--- config.mk ---
export PLATFORM = sky130hd
export DESIGN_NAME = vfpu_operand_dispatch
export DESIGN_NICKNAME = d
export VERILOG_FILES = /design/src/rtl/vfpu_operand_dispatch.sv
export SDC_FILE = /design/constraint.sdc
export NUM_CORES = 1
export LEC_CHECK = 0
export ABC_AREA = 1
export CAP_MARGIN = 20
export CORE_UTILIZATION = 35
export DETAILED_ROUTE_END_ITERATION = 8
export PLACE_DENSITY = 0.53
export SKIP_LAST_GASP = 1
export SLEW_MARGIN = 5
export SYNTH_ARGS = -nofsm -noshare
export SYNTH_HDL_FRONTEND = slang
export SYNTH_SLANG_ARGS = --single-unit
--- constraint.sdc ---
create_clock -name clk_i -period 4.19 [get_ports clk_i]
set_clock_uncertainty 0.1 [all_clocks]
set_input_delay 0.838 -clock clk_i [delete_from_list [all_inputs] [get_ports clk_i]]
set_output_delay 0.838 -clock clk_i [all_outputs]
set_load 0.02 [all_outputs]
--- src/rtl/vfpu_operand_dispatch.sv ---
// vfpu_operand_dispatch: pairs two buffered FP32 operand streams element by
// element and issues them one at a time to the vector FP adder, keeping at
// most one operation in flight and tracking a programmed job length.
// Optional feature macro: VFPU_DISPATCH_SCALAR_B_EN (operand B taken from a
// scalar latched at job start instead of the B stream).

// Small first-word fall-through FIFO used for each operand stream.
module vfpu_dispatch_fifo #(
    parameter int DATA_WIDTH = 32,
    parameter int DEPTH      = 4
) (
    input  logic                  clk_i,
    input  logic                  rst_ni,
    input  logic                  clear_i,
    input  logic                  push_i,
    input  logic [DATA_WIDTH-1:0] data_i,
    input  logic                  pop_i,
    output logic [DATA_WIDTH-1:0] head_o,
    output logic                  full_o,
    output logic                  empty_o
);
    localparam int AW = $clog2(DEPTH);

    logic [DATA_WIDTH-1:0] mem_q [DEPTH];
    logic [AW-1:0]         wr_ptr_q;
    logic [AW-1:0]         rd_ptr_q;
    logic [AW:0]           count_q;

    assign full_o  = (count_q == (AW+1)'(DEPTH));
    assign empty_o = (count_q == '0);
    assign head_o  = mem_q[rd_ptr_q];

    // Pointer and occupancy bookkeeping; pointers wrap naturally (DEPTH is a power of two).
    // NOTE: sequential state uses non-blocking assignments so every register samples pre-edge values.
    always_ff @(posedge clk_i or negedge rst_ni) begin
        if (!rst_ni) begin
            wr_ptr_q <= '0;
            rd_ptr_q <= '0;
            count_q  <= '0;
        end else if (clear_i) begin
            wr_ptr_q <= '0;
            rd_ptr_q <= '0;
            count_q  <= '0;
        end else begin
            if (push_i) wr_ptr_q <= wr_ptr_q + AW'(1);
            if (pop_i)  rd_ptr_q <= rd_ptr_q + AW'(1);
            case ({push_i, pop_i})
                2'b10:   count_q <= count_q + (AW+1)'(1);
                2'b01:   count_q <= count_q - (AW+1)'(1);
                default: count_q <= count_q;
            endcase
        end
    end

    // Storage write; contents are only meaningful between push and pop.
    // NOTE: the data array is deliberately not reset -- empty/full come from the reset pointers, so stale words are never observed.
    always_ff @(posedge clk_i) begin
        if (push_i) mem_q[wr_ptr_q] <= data_i;
    end
endmodule

module vfpu_operand_dispatch #(
    parameter int DATA_WIDTH = 32,
    parameter int FIFO_DEPTH = 4,
    parameter int CNT_WIDTH  = 16
) (
    input  logic                  clk_i,
    input  logic                  rst_ni,
    input  logic                  clear_i,
    input  logic                  start_i,
    input  logic [CNT_WIDTH-1:0]  len_i,
`ifdef VFPU_DISPATCH_SCALAR_B_EN
    input  logic                  scalar_mode_i,
    input  logic [DATA_WIDTH-1:0] scalar_b_i,
`endif
    input  logic [DATA_WIDTH-1:0] a_data_i,
    input  logic                  a_valid_i,
    output logic                  a_ready_o,
    input  logic [DATA_WIDTH-1:0] b_data_i,
    input  logic                  b_valid_i,
    output logic                  b_ready_o,
    output logic [DATA_WIDTH-1:0] operand_a_o,
    output logic [DATA_WIDTH-1:0] operand_b_o,
    output logic                  issue_o,
    input  logic                  unit_ready_i,
    input  logic                  unit_done_i,
    output logic                  busy_o,
    output logic                  done_o,
    output logic [CNT_WIDTH-1:0]  issued_cnt_o
);
    typedef enum logic [1:0] {IDLE, RUN, DRAIN} state_e;

    state_e                state_q, state_d;
    logic [CNT_WIDTH-1:0]  len_q, issued_q, completed_q, acc_a_q, acc_b_q;
    logic                  outst_q, issue_q, done_q;
    logic [DATA_WIDTH-1:0] op_a_q, op_b_q;

    logic [DATA_WIDTH-1:0] a_head, b_head, b_issue_data;
    logic                  a_full, a_empty, b_full, b_empty;
    logic                  a_push, b_push, b_pop;
    logic                  scalar_en, b_avail;
    logic                  run, start_job, issue, done_eff, job_done, zero_len_done;

`ifdef VFPU_DISPATCH_SCALAR_B_EN
    logic                  scalar_mode_q;
    logic [DATA_WIDTH-1:0] scalar_b_q;

    // Scalar operand configuration, captured with each accepted start.
    always_ff @(posedge clk_i or negedge rst_ni) begin
        if (!rst_ni) begin
            scalar_mode_q <= 1'b0;
            scalar_b_q    <= '0;
        end else if (clear_i) begin
            scalar_mode_q <= 1'b0;
            scalar_b_q    <= '0;
        end else if (start_job) begin
            scalar_mode_q <= scalar_mode_i;
            scalar_b_q    <= scalar_b_i;
        end
    end

    assign scalar_en    = scalar_mode_q;
    assign b_issue_data = scalar_mode_q ? scalar_b_q : b_head;
`else
    assign scalar_en    = 1'b0;
    assign b_issue_data = b_head;
`endif

    assign run       = (state_q == RUN);
    assign start_job = (state_q == IDLE) && start_i;

    // Ready depends only on registered state, never on valid.
    assign a_ready_o = run && !a_full && (acc_a_q < len_q);
    assign b_ready_o = run && !b_full && (acc_b_q < len_q) && !scalar_en;
    assign a_push    = a_valid_i && a_ready_o;
    assign b_push    = b_valid_i && b_ready_o;

    // A done with nothing outstanding is spurious and ignored.
    assign done_eff  = unit_done_i && outst_q;
    assign b_avail   = scalar_en || !b_empty;
    assign issue     = run && !a_empty && b_avail && unit_ready_i &&
                       (issued_q < len_q) && (!outst_q || unit_done_i);
    assign b_pop     = issue && !scalar_en;

    assign zero_len_done = start_job && (len_i == '0);

    vfpu_dispatch_fifo #(.DATA_WIDTH(DATA_WIDTH), .DEPTH(FIFO_DEPTH)) u_fifo_a (
        .clk_i   (clk_i),
        .rst_ni  (rst_ni),
        .clear_i (clear_i),
        .push_i  (a_push),
        .data_i  (a_data_i),
        .pop_i   (issue),
        .head_o  (a_head),
        .full_o  (a_full),
        .empty_o (a_empty)
    );

    vfpu_dispatch_fifo #(.DATA_WIDTH(DATA_WIDTH), .DEPTH(FIFO_DEPTH)) u_fifo_b (
        .clk_i   (clk_i),
        .rst_ni  (rst_ni),
        .clear_i (clear_i),
        .push_i  (b_push),
        .data_i  (b_data_i),
        .pop_i   (b_pop),
        .head_o  (b_head),
        .full_o  (b_full),
        .empty_o (b_empty)
    );

    // Next-state logic: job sequencing IDLE -> RUN -> DRAIN -> IDLE.
    // NOTE: every combinational output gets a default first, so no path leaves a latch behind.
    always_comb begin
        state_d  = state_q;
        job_done = 1'b0;
        case (state_q)
            IDLE:  if (start_i && (len_i != '0)) state_d = RUN;
            RUN:   if (issue && ((issued_q + CNT_WIDTH'(1)) == len_q)) state_d = DRAIN;
            DRAIN: if (done_eff && ((completed_q + CNT_WIDTH'(1)) == len_q)) begin
                       state_d  = IDLE;
                       job_done = 1'b1;
                   end
            default: state_d = IDLE;
        endcase
    end

    // State register; clear acts like a synchronous reset.
    always_ff @(posedge clk_i or negedge rst_ni) begin
        if (!rst_ni)      state_q <= IDLE;
        else if (clear_i) state_q <= IDLE;
        else              state_q <= state_d;
    end

    // Job counters: zeroed on start, never wrap inside a job since each is bounded by len.
    always_ff @(posedge clk_i or negedge rst_ni) begin
        if (!rst_ni) begin
            len_q       <= '0;
            issued_q    <= '0;
            completed_q <= '0;
            acc_a_q     <= '0;
            acc_b_q     <= '0;
        end else if (clear_i) begin
            len_q       <= '0;
            issued_q    <= '0;
            completed_q <= '0;
            acc_a_q     <= '0;
            acc_b_q     <= '0;
        end else if (start_job) begin
            len_q       <= len_i;
            issued_q    <= '0;
            completed_q <= '0;
            acc_a_q     <= '0;
            acc_b_q     <= '0;
        end else begin
            if (a_push)   acc_a_q     <= acc_a_q + CNT_WIDTH'(1);
            if (b_push)   acc_b_q     <= acc_b_q + CNT_WIDTH'(1);
            if (issue)    issued_q    <= issued_q + CNT_WIDTH'(1);
            if (done_eff) completed_q <= completed_q + CNT_WIDTH'(1);
        end
    end

    // Issue datapath, outstanding tracking and registered pulses to unit/controller.
    always_ff @(posedge clk_i or negedge rst_ni) begin
        if (!rst_ni) begin
            outst_q <= 1'b0;
            issue_q <= 1'b0;
            done_q  <= 1'b0;
            op_a_q  <= '0;
            op_b_q  <= '0;
        end else if (clear_i) begin
            outst_q <= 1'b0;
            issue_q <= 1'b0;
            done_q  <= 1'b0;
            op_a_q  <= '0;
            op_b_q  <= '0;
        end else begin
            issue_q <= issue;
            done_q  <= job_done || zero_len_done;
            // Issue wins over a same-cycle done: the new op is now the outstanding one.
            if (issue)         outst_q <= 1'b1;
            else if (done_eff) outst_q <= 1'b0;
            if (issue) begin
                op_a_q <= a_head;
                op_b_q <= b_issue_data;
            end
        end
    end

    assign operand_a_o  = op_a_q;
    assign operand_b_o  = op_b_q;
    assign issue_o      = issue_q;
    assign done_o       = done_q;
    assign busy_o       = (state_q == RUN) || (state_q == DRAIN);
    assign issued_cnt_o = issued_q;
endmodule
# Word level (Yosys, flattened, before mapping)
# Memory sizes are Yosys's and may differ from the RTL's.
# Cells that the tools add are included.
# Widths: inputs -> output; s select.
[classes]
div_mod_pow = 0
n_reduce_logical = 42
n_eq_ne = 13
order_cmp = 3
mul = 0
addsub = 12
bitwise = 0
mux = 46
shift = 0
[op_table]
columns = ["op", "n"]
rows = [
  ["$mux 16", 14],
  ["$mux 32", 4],
  ["$add 16x1->16 const B", 4],
  ["$lt 16x16->1", 3],
  ["$eq 16x16->1", 2],
  ["$mux 2", 12],
  ["$reduce_bool 3->1", 7],
  ["$logic_and 1x1->1", 17],
  ["$logic_not 16->1", 1],
  ["$reduce_bool 16->1", 1],
  ["$pmux 3 s2", 2],
  ["$mux 1", 11],
  ["$add 2x1->2 const B", 4],
  ["$reduce_bool 2->1", 4],
  ["$add 3x1->3 const B", 2],
  ["$eq 2x1->1 const B", 3],
  ["$eq 2x2->1 const B", 3],
  ["$eq 3x3->1 const B", 2],
  ["$logic_not 3->1", 2],
  ["$mux 3", 2],
  ["$ne 3x2->1 const B", 2],
  ["$pmux 2 s3", 1],
  ["$sub 3x1->3 const B", 2],
  ["$logic_not 1->1", 5],
  ["other kinds (4)", 6],
]
[word_totals]
elab_cells = 135
latch_bits = 0
memories = 2
ram_bits = 256
rom_bits = 0
ff_bits = 163
in_bits = 88
[memory_table]
columns = ["memory", "words", "width", "read_ports", "rd_ports_with_merged_regs", "write_ports", "line_no", "source"]
rows = [
  ["u_fifo_a.mem_q", 4, 32, 1, 0, 1, "24", "logic [DATA_WIDTH-1:0] mem_q [DEPTH];"],
  ["u_fifo_b.mem_q", 4, 32, 1, 0, 1, "24", ""],
]

# Logic depth before layout (Yosys ltp)
[logic_depth]
depth_word = 11
ltp_mapped = 19
ltp_nobuf = 18

# By module
# From an unflattened synthesis, not the netlist that was laid out.
[unflattened]
hier_cells = 1829
hier_area_um2 = 19232.2
[by_module_without_submodules]
columns = ["mod", "instances", "cells_per_inst", "seq_area_each_um2", "area_per_inst_um2"]
rows = [
  ["vfpu_dispatch_fifo", 2, 371, 4018.9, 5193.7],
  ["vfpu_operand_dispatch", 1, 1087, 3728.6, 8844.7],
]

# Worst setup path before layout
# OpenSTA, ideal clock, no wires.
[synth_path]
kind = "register to register"
startpoint = "register len_q[5]"
endpoint = "memory u_fifo_b.mem_q[0][0] (enable)"
path_stages_with_launch = 13
setup_time_ns = 0.421
synth_period_minus_slack_ns = 3.689
arrival_ns = 3.168
path_slack_ns = 0.501
cell_sequence = "dfrtp_1 inv_1 ha_1 a21oi_1 nor2_1 a211oi_1 nand2_1 nand2_1 and2_2 nand2_1 buf_4 buf_2 nor2_1"
[synth_via]
elab_chain_len = 5
[synth_lines]
columns = ["item", "line_no", "source"]
rows = [
  ["from (decl)", "94", "logic [CNT_WIDTH-1:0] len_q, issued_q, completed_q, acc_a_q, acc_b_q;"],
  ["from (signal assigned)", "209", "len_q <= len_i;"],
  ["$lt 16x16->1", "134", "assign b_ready_o = run && !b_full && (acc_b_q < len_q) && !scalar_en;"],
  ["$logic_and 1x1->1", "134", ""],
  ["net b_ready_o", "81", "output logic b_ready_o,"],
  ["$logic_and 1x1->1", "136", "assign b_push = b_valid_i && b_ready_o;"],
  ["$mux 1", "58", "if (push_i) mem_q[wr_ptr_q] <= data_i;"],
  ["$mux 1 (implied by the code)", "58", ""],
  ["to (decl)", "24", ""],
]
# The timed path passes the listed nets, and every way through them passes these cells.

# Final worst setup path
[layout_path]
startpoint = "register len_q[9]"
endpoint = "output b_ready_o"
[layout_via]
elab_chain_len = 2
[layout_lines]
columns = ["item", "line_no"]
rows = [
  ["$lt 16x16->1", "134"],
  ["$logic_and 1x1->1", "134"],
  ["to (decl)", "81"],
]
# No other way between the ends.

==> impl_metrics.yaml <==
timing:
  finalWorstSetupSlack_ns: 0.322
  fin_setup_tns_ns: 0
  slew_viol_final: 0
  fin_crit_sh_pct: 92.3
  rsz0062_at_grt: "false"
  period_needed_ns: 3.87
  clock.fmax_ghz: 0.259
  tightest_slew_ns: 0.870
  hold-worst-slack_ns: 0.210
  setup_viol: 0
  hold_viol: 0
  max_slew_margin_pct: 42.0
floorplanning:
  num_rows: 84
  die_h_um: 234
  ios: 173
  die_area_um2: 54600
  die_w_um: 234
  start_util_pct: 35.6
  core_um2: 52800
grt:
  grt_max_degree: 77
  grt_pass1_vias: 14100
  gr-total-overflow: 0
  grt_pass1_wl_um: 80200
  antenna_found_initial: 3
  grtUsageTotal_pct: 19.1
routing:
  vias: 13900
  met1_length_um: 22100
  wl_um: 51800
  antenna_left: 0
  drc: 0
  highest_layer: "met4"
  viasPerCell: 5.18
  drtPass1Iterations: 7
  wl_per_cell_um: 19.3
  met2_length_um: 25900
  met3WireLength_um: 2400
  drtIter0Drc: 808
clock_tree:
  clk_root_buffer_cell: "clkbuf_16"
  path_clk_slew_ns: 0.06
  cts_buffer_depth: 3
  cts_buffers: 47
  cts_tree: "yes"
  clk_latency_ns: 0.59
  clock_sinks: 419
  htreeDepth: 2
logic_synthesis:
  synth.top_cell.area_share_pct: 40.9
  yosys-top-cells-area: "edfxtp_1 (41%), dfrtp_1 (22%), o21ai_0 (5.0%)"
  netlist_area_um2: 18800
  syn_inst: 1764
  synthTopCellsByCount: "edfxtp_1 (256), nand2_1 (248), nor2_1 (230)"
  syn_nets: 1916
  synth.most_common_cell: "edfxtp_1"
  synth_seq_cells: 419
  synth_edf_count: 256
  seq_area_frac_synth_pct: 62.6
  synth_top_area_cell: "edfxtp_1"
  syn_area_per_cell_um2: 10.6
  async_flop_share_pct: 38.9
  ys.warnings.count: 0
  ys_types: 45
  synth-main-ff-cell: "edfxtp_1"
critical_path:
  crit_fanout: 6
  worst_setup_path_end_kind: "output port"
  cp.required_ns: 3.25
  cp.arrival_ns: 2.93
  critPathKind: "flip-flop to output port"
  r2r-end: "u_fifo_b.count_q[2]$_DFFE_PN0P_"
  startpoint_type: "flip-flop"
  r2r_slack_ns: 0.77
  timing.rr.start: "len_q[9]$_DFFE_PN0P_"
  r2r.worst_path.cells: 16
cells_and_area:
  fin_cells: 2682
  seqCellArea_um2: 11800
  drive_gt1_share_pct: 7.44
  nNetsFinal: 2103
  area_growth_pct: 22.9
  n_fill_cell: 5031
  final_util_pct: 43.7
  multi_input_area_um2: 6220
  finalInstanceArea_um2: 23100
job:
  maxCapViolCount: 0
placement:
  placed_cells: 2590
  pre_cts_slack_ns: 0.739
  dp_hpwl_um: 34300
  place.gp.congestion: 0.902
  post_dp_cell_area_um2: 21400
  port_buffers: 172
pwr:
  worst_ir_drop_vdd_mv: 0.332
  power_per_cell_area_nw_per_um2: 470
  power_mw: 10.8
  leakagePower_nw: 8.92
worst_hold_path:
  hp-class: "input pin to async pin"
status:
  status: "complete, no violations"
==> how the worst max path moves through the flow <==
stage                                startpoint                        endpoint  slack (ns)  depth (start not counted)
after floorplan            len_q[5]$_DFFE_PN0P_  u_fifo_b.mem_q[0][0]$_DFFE_PP_        0.50                         12
after global placement    len_q[15]$_DFFE_PN0P_                       a_ready_o        0.79                          9
after detailed placement           unit_ready_i     operand_b_o[19]$_DFFE_PN0P_        0.74                         11
after CTS                  len_q[5]$_DFFE_PN0P_                       a_ready_o        0.18                          8
after global routing      len_q[14]$_DFFE_PN0P_                       a_ready_o        0.10                          9
final                      len_q[9]$_DFFE_PN0P_                       b_ready_o        0.32                          9
==> critical path: stages (launching register included) <==
cell and delay, ns:
dfrtp_1 0.40, inv_1 0.23, ha_1 0.29, nand2_1 0.07, inv_1 0.03, o21ai_0 0.16, a21oi_1 0.09, nor3_1 0.18
and2_2 0.26, clkdlybuf4s50_1 0.64
==> layer usage <==
metal	vias to the layer above	track usage (%)
met5	-	0
met4	0	6.68
met3	85	3.37
met2	324	33.4
met1	6838	23.6
li1	6644	-
==> area by class of cell <==
class                   count  area share (%)
multi-input cells        1139            27.0
repair buffers            211            8.95
clock inverters            28            1.58
inverters                 133            2.16
clock buffers              60            5.57
well taps                 688            3.73
flip-flops and latches    419            51.0
diodes                      4          0.0434
==> report_power, final <==
part | total [mW] | switching [mW] | leakage [nW] | internal [mW]
Combinational | 1.67 | 1.11 | 3.56 | 0.558
Clock | 4.36 | 1.74 | 0.792 | 2.62
Sequential | 4.81 | 0.129 | 4.57 | 4.68
==> cell families after synthesis <==
| kind of cell | Yosys count | synth area share (%) |
|---|---|---|
| XOR/XNOR | 14 | 0.653 |
| adder cells (fa/ha/maj) | 64 | 4.34 |
| buffers and inverters | 206 | 4.56 |
| AND/OR/NAND/NOR | 660 | 15.0 |
| AO/OA/AOI/OAI | 401 | 12.8 |
| flip-flops | 419 | 62.6 |
==> flip-flops by register name (all words and copies together) (netlist names) <==
| signal | cells |
|---|---|
| acc_a_q | 16 |
| acc_b_q | 16 |
| completed_q | 16 |
| done_o | 1 |
| issue_o | 1 |
| issued_cnt_o | 16 |
| len_q | 16 |
| operand_a_o | 32 |
| operand_b_o | 32 |
| outst_q | 1 |
| state_q | 2 |
| u_fifo_a.count_q | 3 |
| u_fifo_a.mem_q | 128 |
| u_fifo_a.rd_ptr_q | 2 |
| u_fifo_a.wr_ptr_q | 2 |
| u_fifo_b.count_q | 3 |
| u_fifo_b.mem_q | 128 |
| u_fifo_b.rd_ptr_q | 2 |
| u_fifo_b.wr_ptr_q | 2 |
==> repair_timing <==
action | in CTS | in global routing
endpoints found under the setup margin | 0 | 1
hold buffers | 0 | 0
resized for setup | 0 | 1
buffers inserted | 0 | 0
==> cell usage in the layout, fill, tap and decap left out, types with 6 or more instances in the layout <==
cell type and count:
clkinv_2 7, inv_1 127, edfxtp_1 256, o21ai_0 188, dfrtp_1 161, clkdlybuf4s50_1 171, buf_4 35, ha_1 62
nand3_1 106, a22o_1 64, nand2_1 248, a21oi_1 36, o22ai_1 89, xor2_1 10, nor3_1 21, nor2_4 10
nor2_2 6, clkbuf_16 48, clkinv_1 7, nor2_1 221, clkbuf_1 8, bufinv_16 7, nand4_1 25, a31oi_1 6
(Power assumes the default switching activity.)
